===== config.mk =====
export PLATFORM = sky130hd
export DESIGN_NAME = spu_pc_fetch_ctrl
export DESIGN_NICKNAME = d
export VERILOG_FILES = /design/src/rtl/spu_pc_fetch_ctrl_pkg.sv /design/src/rtl/spu_flush_timer.sv /design/src/rtl/spu_pc_fetch_ctrl.sv
export SDC_FILE = /design/constraint.sdc
export NUM_CORES = 1
export LEC_CHECK = 0
export ABC_CLOCK_PERIOD_IN_PS = 2500
export CORE_AREA = 2 2 100 73
export CTS_BUF_LIST = sky130_fd_sc_hd__clkbuf_4
export DETAILED_ROUTE_END_ITERATION = 10
export DIE_AREA = 0 0 102 75
export GPL_TIMING_DRIVEN = 1
export MAX_ROUTING_LAYER = met4
export PLACE_DENSITY_LB_ADDON = 0.1
export SLEW_MARGIN = 0
export SYNTH_ARGS = -nofsm -noshare
export SYNTH_HDL_FRONTEND = slang
export SYNTH_HIERARCHICAL = 1
export SYNTH_SLANG_ARGS = --single-unit

===== constraint.sdc =====
create_clock -name clk -period 2.5 [get_ports clk]
set_input_delay 0.625 -clock clk [delete_from_list [all_inputs] [get_ports clk]]
set_output_delay 0.625 -clock clk [all_outputs]
set_load 0.005 [all_outputs]

===== src/rtl/spu_pc_fetch_ctrl_pkg.sv =====
// Shared pipeline-front definitions: reset/branch polarity, fetch FSM encoding, LS address mask.
// Latency: n/a (definitions only).
// Backpressure: n/a.
// Contents: RST_ENABLE, BRANCH, fetch_state_t, ls_addr_mask().
package spu_pc_fetch_ctrl_pkg;

  // Active level of the synchronous pipeline reset.
  localparam logic RST_ENABLE = 1'b1;

  // Active level of the taken-branch strobe from FF4.
  localparam logic BRANCH = 1'b1;

  typedef enum logic [1:0] {
    ST_BOOT     = 2'd0,
    ST_FETCH    = 2'd1,
    ST_REDIRECT = 2'd2
  } fetch_state_t;

  // Byte-address mask that keeps an address inside local store and aligned
  // to a fetch group: low log2(fetch_bytes) bits and bits >= ls_bits cleared.
  function automatic logic [31:0] ls_addr_mask(input int unsigned ls_bits,
                                               input int unsigned fetch_bytes);
    logic [31:0] m;
    m = (32'd1 << ls_bits) - 32'd1;
    m = m & ~(fetch_bytes[31:0] - 32'd1);
    return m;
  endfunction

endpackage


===== src/rtl/spu_flush_timer.sv =====
// Flush-window down-counter: load, decrement while enabled, flag zero.
// Latency: load/decrement visible 1 cycle later; zero is a decode of the current count.
// Backpressure: none; load always wins over decrement, count saturates at 0.
// Ports: clk, rst (sync, active-high), load, load_val[2:0], dec, zero.
module spu_flush_timer
  import spu_pc_fetch_ctrl_pkg::*;
(
  input  logic       clk,
  input  logic       rst,
  input  logic       load,
  input  logic [2:0] load_val,
  input  logic       dec,
  output logic       zero
);

  logic [2:0] count;

  always_ff @(posedge clk) begin
    if (rst == RST_ENABLE) begin
      count <= 3'd0;
    end else if (load) begin
      count <= load_val;
    end else if (dec && (count != 3'd0)) begin
      count <= count - 3'd1;
    end
  end

  assign zero = (count == 3'd0);

endmodule


===== src/rtl/spu_pc_fetch_ctrl.sv =====
// PC / fetch-request controller: issues FETCH_BYTES-aligned local-store fetches, applies FF4 redirects and flushes.
// Latency: redirect at cycle N -> o_flush N+1..N+FLUSH_CYCLES -> target fetch valid at N+FLUSH_CYCLES+1.
// Backpressure: PC advances only on o_fetch_valid & i_fetch_ready without i_stall; otherwise the request is held.
// Ports: clk, rst | i_branch_flag, i_branch_target_addr[31:0], i_is_in_delayslot, i_stall, i_fetch_ready |
//        o_fetch_valid, o_pc[31:0], o_slot0_kill, o_flush, o_next_in_delayslot, o_branch_ignored (all registered).
module spu_pc_fetch_ctrl
  import spu_pc_fetch_ctrl_pkg::*;
#(
  parameter logic [31:0] RESET_PC     = 32'h0000_0000,
  parameter int          FETCH_BYTES  = 8,
  parameter int          LS_ADDR_BITS = 18,
  parameter int          FLUSH_CYCLES = 3
)(
  input  logic        clk,
  input  logic        rst,
  input  logic        i_branch_flag,
  input  logic [31:0] i_branch_target_addr,
  input  logic        i_is_in_delayslot,
  input  logic        i_stall,
  input  logic        i_fetch_ready,
  output logic        o_fetch_valid,
  output logic [31:0] o_pc,
  output logic        o_slot0_kill,
  output logic        o_flush,
  output logic        o_next_in_delayslot,
  output logic        o_branch_ignored
);

  localparam logic [31:0] ADDR_MASK  = ls_addr_mask(LS_ADDR_BITS, FETCH_BYTES);
  localparam logic [2:0]  FLUSH_LOAD = 3'(FLUSH_CYCLES - 1);

  fetch_state_t state, state_d;

  logic [31:0] target_q, target_d;
  logic        kill_pend_q, kill_pend_d;
  logic [31:0] pc_d;
  logic        fetch_valid_d, slot0_kill_d, flush_d, next_ds_d, ignored_d;

  logic        redirect_acc, branch_drop, fetch_acc, timer_zero;

  // BOOT never takes a redirect; the pipeline behind us holds nothing yet.
  assign redirect_acc = (i_branch_flag == BRANCH) && !i_is_in_delayslot && (state != ST_BOOT);
  assign branch_drop  = (i_branch_flag == BRANCH) &&  i_is_in_delayslot && (state != ST_BOOT);
  // Stall outranks the handshake: a stalled cycle never advances the PC.
  assign fetch_acc    = (state == ST_FETCH) && o_fetch_valid && i_fetch_ready && !i_stall;

  spu_flush_timer u_flush_timer (
    .clk      (clk),
    .rst      (rst),
    .load     (redirect_acc),
    .load_val (FLUSH_LOAD),
    .dec      (state == ST_REDIRECT),
    .zero     (timer_zero)
  );

  always_ff @(posedge clk) begin
    if (rst == RST_ENABLE) begin
      state               <= ST_BOOT;
      o_pc                <= RESET_PC;
      target_q            <= 32'h0;
      kill_pend_q         <= 1'b0;
      o_fetch_valid       <= 1'b0;
      o_slot0_kill        <= 1'b0;
      o_flush             <= 1'b0;
      o_next_in_delayslot <= 1'b0;
      o_branch_ignored    <= 1'b0;
    end else begin
      state               <= state_d;
      o_pc                <= pc_d;
      target_q            <= target_d;
      kill_pend_q         <= kill_pend_d;
      o_fetch_valid       <= fetch_valid_d;
      o_slot0_kill        <= slot0_kill_d;
      o_flush             <= flush_d;
      o_next_in_delayslot <= next_ds_d;
      o_branch_ignored    <= ignored_d;
    end
  end

  always_comb begin
    state_d       = state;
    pc_d          = o_pc;
    target_d      = target_q;
    kill_pend_d   = kill_pend_q;
    fetch_valid_d = o_fetch_valid;
    slot0_kill_d  = o_slot0_kill;
    flush_d       = o_flush;
    next_ds_d     = o_next_in_delayslot;
    ignored_d     = branch_drop;

    if (redirect_acc) begin
      // A new redirect (also one arriving mid-flush) replaces any pending
      // target and restarts the flush window; a same-cycle handshake is lost.
      state_d       = ST_REDIRECT;
      target_d      = i_branch_target_addr & ADDR_MASK;
      // Word-odd target ([0:31] bit 29): the even slot precedes the target.
      kill_pend_d   = i_branch_target_addr[2];
      flush_d       = 1'b1;
      fetch_valid_d = 1'b0;
      slot0_kill_d  = 1'b0;
      next_ds_d     = 1'b0;
    end else begin
      case (state)
        ST_BOOT: begin
          state_d       = ST_FETCH;
          fetch_valid_d = !i_stall;
        end
        ST_FETCH: begin
          fetch_valid_d = !i_stall;
          if (fetch_acc) begin
            pc_d         = (o_pc + 32'(FETCH_BYTES)) & ADDR_MASK;
            slot0_kill_d = 1'b0;
            next_ds_d    = 1'b0;
          end
        end
        ST_REDIRECT: begin
          // Timer runs regardless of stall; stall only gates the first request.
          if (timer_zero) begin
            state_d       = ST_FETCH;
            flush_d       = 1'b0;
            pc_d          = target_q;
            slot0_kill_d  = kill_pend_q;
            next_ds_d     = 1'b1;
            fetch_valid_d = !i_stall;
          end
        end
        default: begin
          state_d = ST_BOOT;
        end
      endcase
    end
  end

endmodule


==> Word-level counts from Yosys, hierarchy flattened <==
Cells that the tools add are included.
{ "classes": {"addsub": 2, "n_eq_ne": 6, "n_mux": 18, "bitwise_logic": 2, "reduce_logical": 27} }
{ "op_table": {"columns": ["operator", "n"], "rows": [
  ["2-to-1 mux 32 bit", 2],
  ["one-hot mux 32 bit (2 select lines)", 1],
  ["adder 18 x 4 -> 18 bit (second input constant)", 1],
  ["nonzero test 2 bit", 6],
  ["logical AND 1 bit", 8],
  ["2-to-1 mux 2 bit", 4],
  ["AND reduction 2 bit", 4],
  ["2-to-1 mux 1 bit", 7],
  ["!= test 2 bit (second input constant)", 3],
  ["one-hot mux 1 bit (2 select lines)", 3],
  ["one-hot mux 2 bit (3 select lines)", 1],
  ["AND reduction 4 bit", 1],
  ["OR reduction 2 bit", 2],
  ["logical NOT 3 bit", 1],
  ["!= test 3 bit (second input constant)", 1],
  ["AND reduction 3 bit", 1],
  ["nonzero test 3 bit", 1],
  ["subtractor 3 x 1 -> 3 bit (second input constant)", 1],
  ["== test 2 x 1 -> 1 bit (second input constant)", 1],
  ["== test 2 bit (second input constant)", 1],
  ["logical NOT 1 bit", 2],
  ["logical NOT 2 bit", 1],
  ["NOT 1 bit", 2]
]} }
{ "totals": {"register_bits": 58, "input_bits": 38, "out_inout_bits": 37, "word_cells": 67} }

==> Logic depth before layout (Yosys ltp) <==
Gate-level depths: netlist of run 1.
{ "depth": {"ltp_word": 6, "mapped_depth": 9, "depth_no_buf": 8} }

==> Hierarchy <==
The synthesis of run 1 kept the hierarchy.
{ "modules_own_cells": {"columns": ["module", "instances", "cells_each", "area_per_inst_um2", "seq_area_each_um2"], "rows": [
  ["spu_pc_fetch_ctrl", 1, 254, 2026.9, 760.7],
  ["spu_flush_timer", 1, 21, 182.7, 60.1]
]} }

==> Worst setup path before layout of run 1 <==
No wires, ideal clock.
{ "synth_timing": {"path_type": "input-to-reg", "from": "input port i_stall", "to": "register o_pc[17]", "setup_time_ps": 77, "arrival_ps": 2036, "t_required_ps": 2423, "slack_ps": 387, "cell_stages": 4, "path_buffers": 0, "path_cell_list": "nand3b_1 -> a2111o_1 -> or4_1 -> a41oi_2"} }
{ "synth_via": {"elab_chain_cells": 4} }
{ "synth_lines": {"columns": ["element", "line", "source"], "rows": [
  ["start: declaration", "spu_pc_fetch_ctrl.sv:19", "input logic i_stall,"],
  ["logical NOT 1 bit", "spu_pc_fetch_ctrl.sv:45", "assign fetch_acc = (state == ST_FETCH) && o_fetch_valid && i_fetch_ready && !i_stall;"],
  ["logical AND 1 bit", "spu_pc_fetch_ctrl.sv:45", null],
  ["!= test 2 bit (no line)", null, null],
  ["AND reduction 4 bit (no line)", null, null],
  ["end signal: assignment", "spu_pc_fetch_ctrl.sv:69", "o_pc <= pc_d;"],
  ["end: declaration", "spu_pc_fetch_ctrl.sv:22", "output logic [31:0] o_pc,"]
]} }
No other way between the ends.
A chain may end at the register's enable or synchronous reset.

==> Final worst setup path of run 1 <==
{ "layout_timing": {"from": "register state[0]", "to": "register o_pc[17]"} }
{ "layout_via": {"elab_chain_cells": 6, "elab_cells_between_ends": 13, "classes_between": "4 x eq/ne; 1 x mux; 1 x bitwise; 7 x reduce/logical"} }
{ "layout_lines": {"columns": ["element", "line", "source"], "rows": [
  ["start: declaration", "spu_pc_fetch_ctrl.sv:32", "fetch_state_t state, state_d;"],
  ["start signal: assignment", "spu_pc_fetch_ctrl.sv:68", "state <= state_d;"],
  ["== test 2 x 1 -> 1 bit", "spu_pc_fetch_ctrl.sv:45, spu_pc_fetch_ctrl.sv:103", null],
  ["logical AND 1 bit (3 in a row)", "spu_pc_fetch_ctrl.sv:45", null],
  ["!= test 2 bit (no line)", null, null],
  ["AND reduction 4 bit (no line)", null, null]
]} }
Several ways; a longest one is shown, not always the timed one.

==> impl_metrics.tcl, run 1 <==
set metrics [dict create \
    status "finished, final reports clean" \
    max_slew.worst_pin.slew_ns 0.699 \
    rows 25 \
    nFillCells 707 \
    synth_compound_area_share_pct 22.8 \
    die_w_um 102 \
    synth-seq-cells 41 \
    h-tree-depth 2 \
    fin_crit_sh_pct 87.1 \
    most-common-layout-cells "nand2_1, clkdlybuf4s50_1, dfxtp_1, a21oi_1, conb_1" \
    multi_input_area_mm2 0.00123 \
    synthAdderAreaFrac_pct 3.96 \
    critical_path_required_ns 2.77 \
    post_dp_cell_area_mm2 0.00276 \
    drc_errors 0 \
    cts_made_buffers 5 \
    rsz0062_at_grt "false" \
    dr.first_iter.drc_count 74 \
    root_buffer "clkbuf_4" \
    routed_wirelength_um 5770 \
    firstDrtPassIters 4 \
    clkSinkCount 41 \
    clk_transition_reported_paths_ns 0.11 \
    vias 2053 \
    core_mm2 0.00663 \
    antenna_found_initial 0 \
    min_period_ns 2.18 \
    irDropWorstVdd_v 0.000251 \
    synthSimpleGateAreaFrac_pct 24.5 \
    die_y_um 75 \
    worstSetupEndpointType "flop" \
    grt_pass1_wl_um 9450 \
    grt_max_degree 25 \
    synthArstFlopShare_pct 0 \
    power_density_mw_per_mm2 523 \
    fmax_ghz 0.459 \
    synth_cell_types 45 \
    routedWlPerCell_um 13.6 \
    start_util_pct 33.3 \
    cp.arrival_ns 2.45 \
    syn_to_final_growth_pct 27.4 \
    cts_setup_buffers 0 \
    viasPerCell 4.85 \
    timing.slew.headroom_pct 53.1 \
    dieArea_mm2 0.00765 \
    grt_usage_pct 16.5 \
    synth_area_mm2 0.00221 \
    maxCapViolCount 0 \
    setup_viol 0 \
    final_hold_viol_count 0 \
    synth-xor-area-share_pct 0.396 \
    crit_type "reg -> reg" \
    cts_resized 0 \
    design_area_mm2 0.00282 \
    ctsHoldBuffers 0 \
    syn_area_per_cell_um2 8.03 \
    register_area_um2 821 \
    synthCells 275 \
    io_buffer_count 41 \
    synth_top_family_by_area "simple AND/OR/NAND/NOR gates" \
    cts_buffer_depth 2 \
    hp-class "reg -> reg" \
    fin_setup_tns_ns 0 \
    yosys_warnings 6 \
    grt_overflow 0 \
    layout-drive-gt1-share_pct 10.6 \
    ys_seq_area_share_pct 37.1 \
    met1Wirelength_um 3140 \
    antenna_left 0 \
    setup_slack_ns 0.321 \
    wl_met3_um 265 \
    dr_wl_met2_um 2300 \
    power.total_w 0.00147 \
    synth-main-ff-cell "dfxtp_1" \
    final-max-slew-violation-count 0 \
    post-place-ws_ns -0.156 \
    top_layer_used "met4" \
    synth.area.mux_share_pct 0.453 \
    worstSetupStartpointType "flop" \
    insertion_delay_ns 0.35 \
    p_leak_nw 0.973 \
    final_nets 373 \
    skew_ns 0.0196 \
    cts_tree "done" \
    hpwl_um 4210 \
    path_max_fanout 6 \
    final_common_cell "nand2_1" \
    synth_edf_count 0 \
    grt_pass1_vias 1933 \
    pin_count 75 \
    antenna_cells 0 \
    place.gp.congestion 0.806 \
]
Yosys cell counts, drive strengths merged, types with 2 or more instances:
cell type  instances  area (um^2)
a2111oi            2         36.3
a211oi             2         15.0
a21boi             2         15.0
a21oi             28          140
a31oi              5         31.3
a32oi              9         78.8
a41oi              3         33.8
and2               2         12.5
buf               20          139
clkbuf            11         41.3
conb               2         7.51
dfxtp             41          821
ha                 7         87.6
inv               13         48.8
nand2             42          158
nand3             14         75.1
nand3b             4         33.8
nand4              5         43.8
nor2              13         48.8
nor2b              3         18.8
nor3              10         50.1
nor4               2         12.5
o21a               5         37.5
o21ai              4         20.0
o22ai              7         43.8
o311ai             3         26.3
or3                2         12.5
or4                4         30.0
registers in the layout (all words and copies together) (netlist names), 2 cells and up:
signal and cells:
o_pc 15, state 2, target_q 15, u_flush_timer/count 3
stage by stage:
stage | hold slack, ns | util (%) | cells
after floorplan | 0.436 | - | 293
after global placement | 0.447 | 41.6 | 415
after detailed placement | 0.448 | 41.6 | 415
after CTS | 0.465 | 42.4 | 423
after global routing | 0.492 | 42.5 | 423
final | 0.464 | 42.5 | 423
cells by family after synthesis:
| group | count (synthesis) |
|---|---|
| muxes | 1 |
| DFF | 41 |
| adders and majority gates | 7 |
| buffers and inverters | 44 |
| other | 2 |
| xor gates and xnor gates | 1 |
| AOI/OAI and AO/OA | 73 |
| and+or+nand+nor | 106 |
worst max-delay path: stages (launching register included):
cell and delay, ns:
dfxtp_1 0.41, inv_1 0.09, ha_1 0.31, nor2b_1 0.19, a2111o_1 0.44, or4_1 0.50, a41oi_2 0.19
routing by layer:
layer / up-vias / track usage (%)
li1: 1062 / -
met1: 933 / 23.7
met2: 54 / 23.5
met3: 4 / 3.53
met4: 0 / 4.44
met5: - / -
path summary, 6_finish.rpt:
check / startpoint / endpoint / slack, ns / depth (start not counted)
worst max-delay path: state[0] / o_pc[17] / 0.32 / 6
worst min-delay path: target_q[17] / target_q[17] / 0.46 / 2
worst max register to register: state[0] / o_pc[17] / 0.32 / 6
worst min register to register: target_q[17] / target_q[17] / 0.46 / 2
cell type report:
type | instances | share of cell area, %
Tap cell | 94 | 4.18
Multi-Input combinational cell | 208 | 43.8
Inverter | 13 | 1.73
Sequential cell | 41 | 29.2
Clock inverter | 3 | 0.444
Clock buffer | 5 | 1.33
Timing Repair Buffer | 59 | 19.4
power by group:
part           switching [W]  leakage (nW)  internal [W]
Combinational       0.000240         0.611      0.000190
Sequential         0.0000343         0.332      0.000693
Clock               0.000213        0.0300      0.000102
Power figures use the tool's default switching activity.
==> run 2, diff against run 1 <==
GPL_TIMING_DRIVEN = 0   (was 1)
SLEW_MARGIN = default   (was 0)
==> run 2 against run 1 <==
Sequential cell count is the same. Combinational power decreased by 7.0%. Cell count up 2.8%. Global-route usage grew 0.14 points. Register-to-register slack got worse by 0.13 ns. Die area unchanged. Clock power rose by 3%. Total power is 0.68% lower. Sequential share of layout area fell by 0.48 points. Final area up 1.7%. Non-clock buffer count is 13 higher. Critical path type is now in -> reg.
==> impl_metrics.tcl, run 2 (synthesis gave the netlist of run 1 again) <==
set metrics [dict create \
    grt_usage_pct 16.7 \
    final-max-slew-violation-count 0 \
    antenna_found_initial 0 \
    critical_path_required_ns 2.79 \
    routed_wirelength_um 5800 \
    irDropWorstVdd_v 0.000229 \
    post_dp_cell_area_mm2 0.00281 \
    start_util_pct 33.3 \
    startpoint "i_is_in_delayslot" \
    die_y_um 75 \
    path_max_fanout 9 \
    firstDrtPassIters 4 \
    vias 2083 \
    r2r_setup_slack_ns 0.19 \
    power_density_mw_per_mm2 511 \
    viasPerCell 4.79 \
    fin_util_pct 43.2 \
    syn_to_final_growth_pct 29.6 \
    most-common-layout-cells "nand2_1, clkdlybuf4s50_1, dfxtp_1, a21oi_1, conb_1" \
    reg2reg_from "state[0]" \
    hpwl_um 4260 \
    use_met1_pct 23.9 \
    grt_pass1_vias 1940 \
    design_area_mm2 0.00286 \
    clk_transition_reported_paths_ns 0.12 \
    io_buffer_count 41 \
    max_slew.worst_pin.slew_ns 0.715 \
    critPathTopFamily "simple AND/OR/NAND/NOR gates" \
    grt_pass1_wl_um 9510 \
    core_mm2 0.00663 \
    grt_overflow 0 \
    pin_count 75 \
    grt_max_degree 18 \
    busiest_layer "met1" \
    antenna_cells 0 \
    hp-class "reg -> reg" \
    final_hold_viol_count 0 \
    hold_start "target_q[3]" \
    cp-endpoint "o_pc[17]" \
    final_common_cell "nand2_1" \
    cts_tree "done" \
    layout-drive-gt1-share_pct 10.6 \
    setup_slack_ns 0.119 \
    skew_ns 0.00550 \
    final_nets 386 \
    cts_buffer_depth 2 \
    min_period_ns 2.38 \
    drc_errors 0 \
    routedWlPerCell_um 13.3 \
    r2r-end "o_pc[17]" \
    die_w_um 102 \
    status "finished, final reports clean" \
    timing.slew.headroom_pct 52.4 \
    cts_made_buffers 5 \
    rsz0062_at_grt "false" \
    insertion_delay_ns 0.35 \
    post-place-ws_ns -0.385 \
    reg2reg_depth 6 \
    worstSetupEndpointType "flop" \
    clkSinkCount 41 \
    dieArea_mm2 0.00765 \
    crit_type "in -> reg" \
    cts_setup_buffers 0 \
    worstSetupStartpointType "primary input" \
    holdWs_ns 0.463 \
    cp.arrival_ns 2.67 \
    cp_cell_sequence "clkdlybuf4s50_1, nand3b_2, inv_2, a2111o_1, or4_1, a41oi_2" \
    met2_usage_pct 23.4 \
    dr.first_iter.drc_count 108 \
    biggestRegsByFlops "o_pc: 15 flops, target_q: 15 flops, u_flush_timer/count: 3 flops" \
    fmax_ghz 0.420 \
    place.gp.congestion 0.858 \
    critical_path.max_stage_delay_ns 0.53 \
    h-tree-depth 2 \
    p_leak_nw 0.992 \
    cp.depth 6 \
    use_met3_pct 3.81 \
    antenna_left 0 \
    critPathSlowestCell "or4_1" \
    fin_crit_sh_pct 95.2 \
    cp_num_buf_inv 2 \
    setup_viol 0 \
    maxCapViolCount 0 \
    root_buffer "clkbuf_4" \
    rows 25 \
]
[run 2: changes by cell type in the layout (fill, tap and decap cells not counted)]
cell / previous run / this run
buf_1: 0 / 3
buf_4: 18 / 17
clkbuf_1: 0 / 10
clkbuf_2: 0 / 1
clkinv_1: 2 / 1
clkinv_2: 1 / 0
clkinvlp_4: 0 / 1
nor2b_1: 3 / 2
nor2b_2: 0 / 1
[run 2: tightest hold or removal path, stage by stage (launching register included)]
cell     delay [ns]
dfxtp_1        0.33
nand2_1        0.05
a21oi_1        0.05
[run 2: per-stage QoR]
stage	total power (W)	cells	TNS, ns
after global placement	0.00115	428	-4.24
after global routing	0.00155	435	0
after floorplan	0.000992	293	0
after detailed placement	0.00115	428	-4.89
after CTS	0.00147	435	0
final	0.00146	435	0
[run 2: how the worst min path moves through the flow]
stage,to,depth (start not counted)
after floorplan,target_q[4],2
after global placement,target_q[3],2
after detailed placement,target_q[3],2
after CTS,target_q[3],2
after global routing,target_q[3],2
final,target_q[3],2
[run 2: layer usage]
metal | up-vias | share of wire (%)
li1 | 1091 | -
met1 | 922 | 55
met2 | 65 | 39
met3 | 5 | 6.2
met4 | 0 | 0.67
met5 | - | 0
[run 2: repair_timing]
item                       4_1_cts  5_1_grt
hold buffers                     0        0
resized for setup                0        4
setup endpoints to repair        0       13
[run 2: layout make-up]
| class | instances | area, um^2 |
|---|---|---|
| timing repair buffer | 41 | 410 |
| sequential | 41 | 821 |
| inverter | 13 | 48.8 |
| tap | 94 | 118 |
| multi-input combinational | 208 | 1230 |
| buffer | 31 | 181 |
| fill | 713 | 3770 |
| clock buffer | 5 | 37.5 |
| clock inverter | 2 | 11.3 |
[run 2: power by group]
part / switching [W] / internal [W] / leakage (nW) / total [W]
combinational: 0.000233 / 0.000168 / 0.635 / 0.000401
clock: 0.000225 / 0.000101 / 0.0247 / 0.000326
sequential: 0.0000426 / 0.000693 / 0.332 / 0.000736
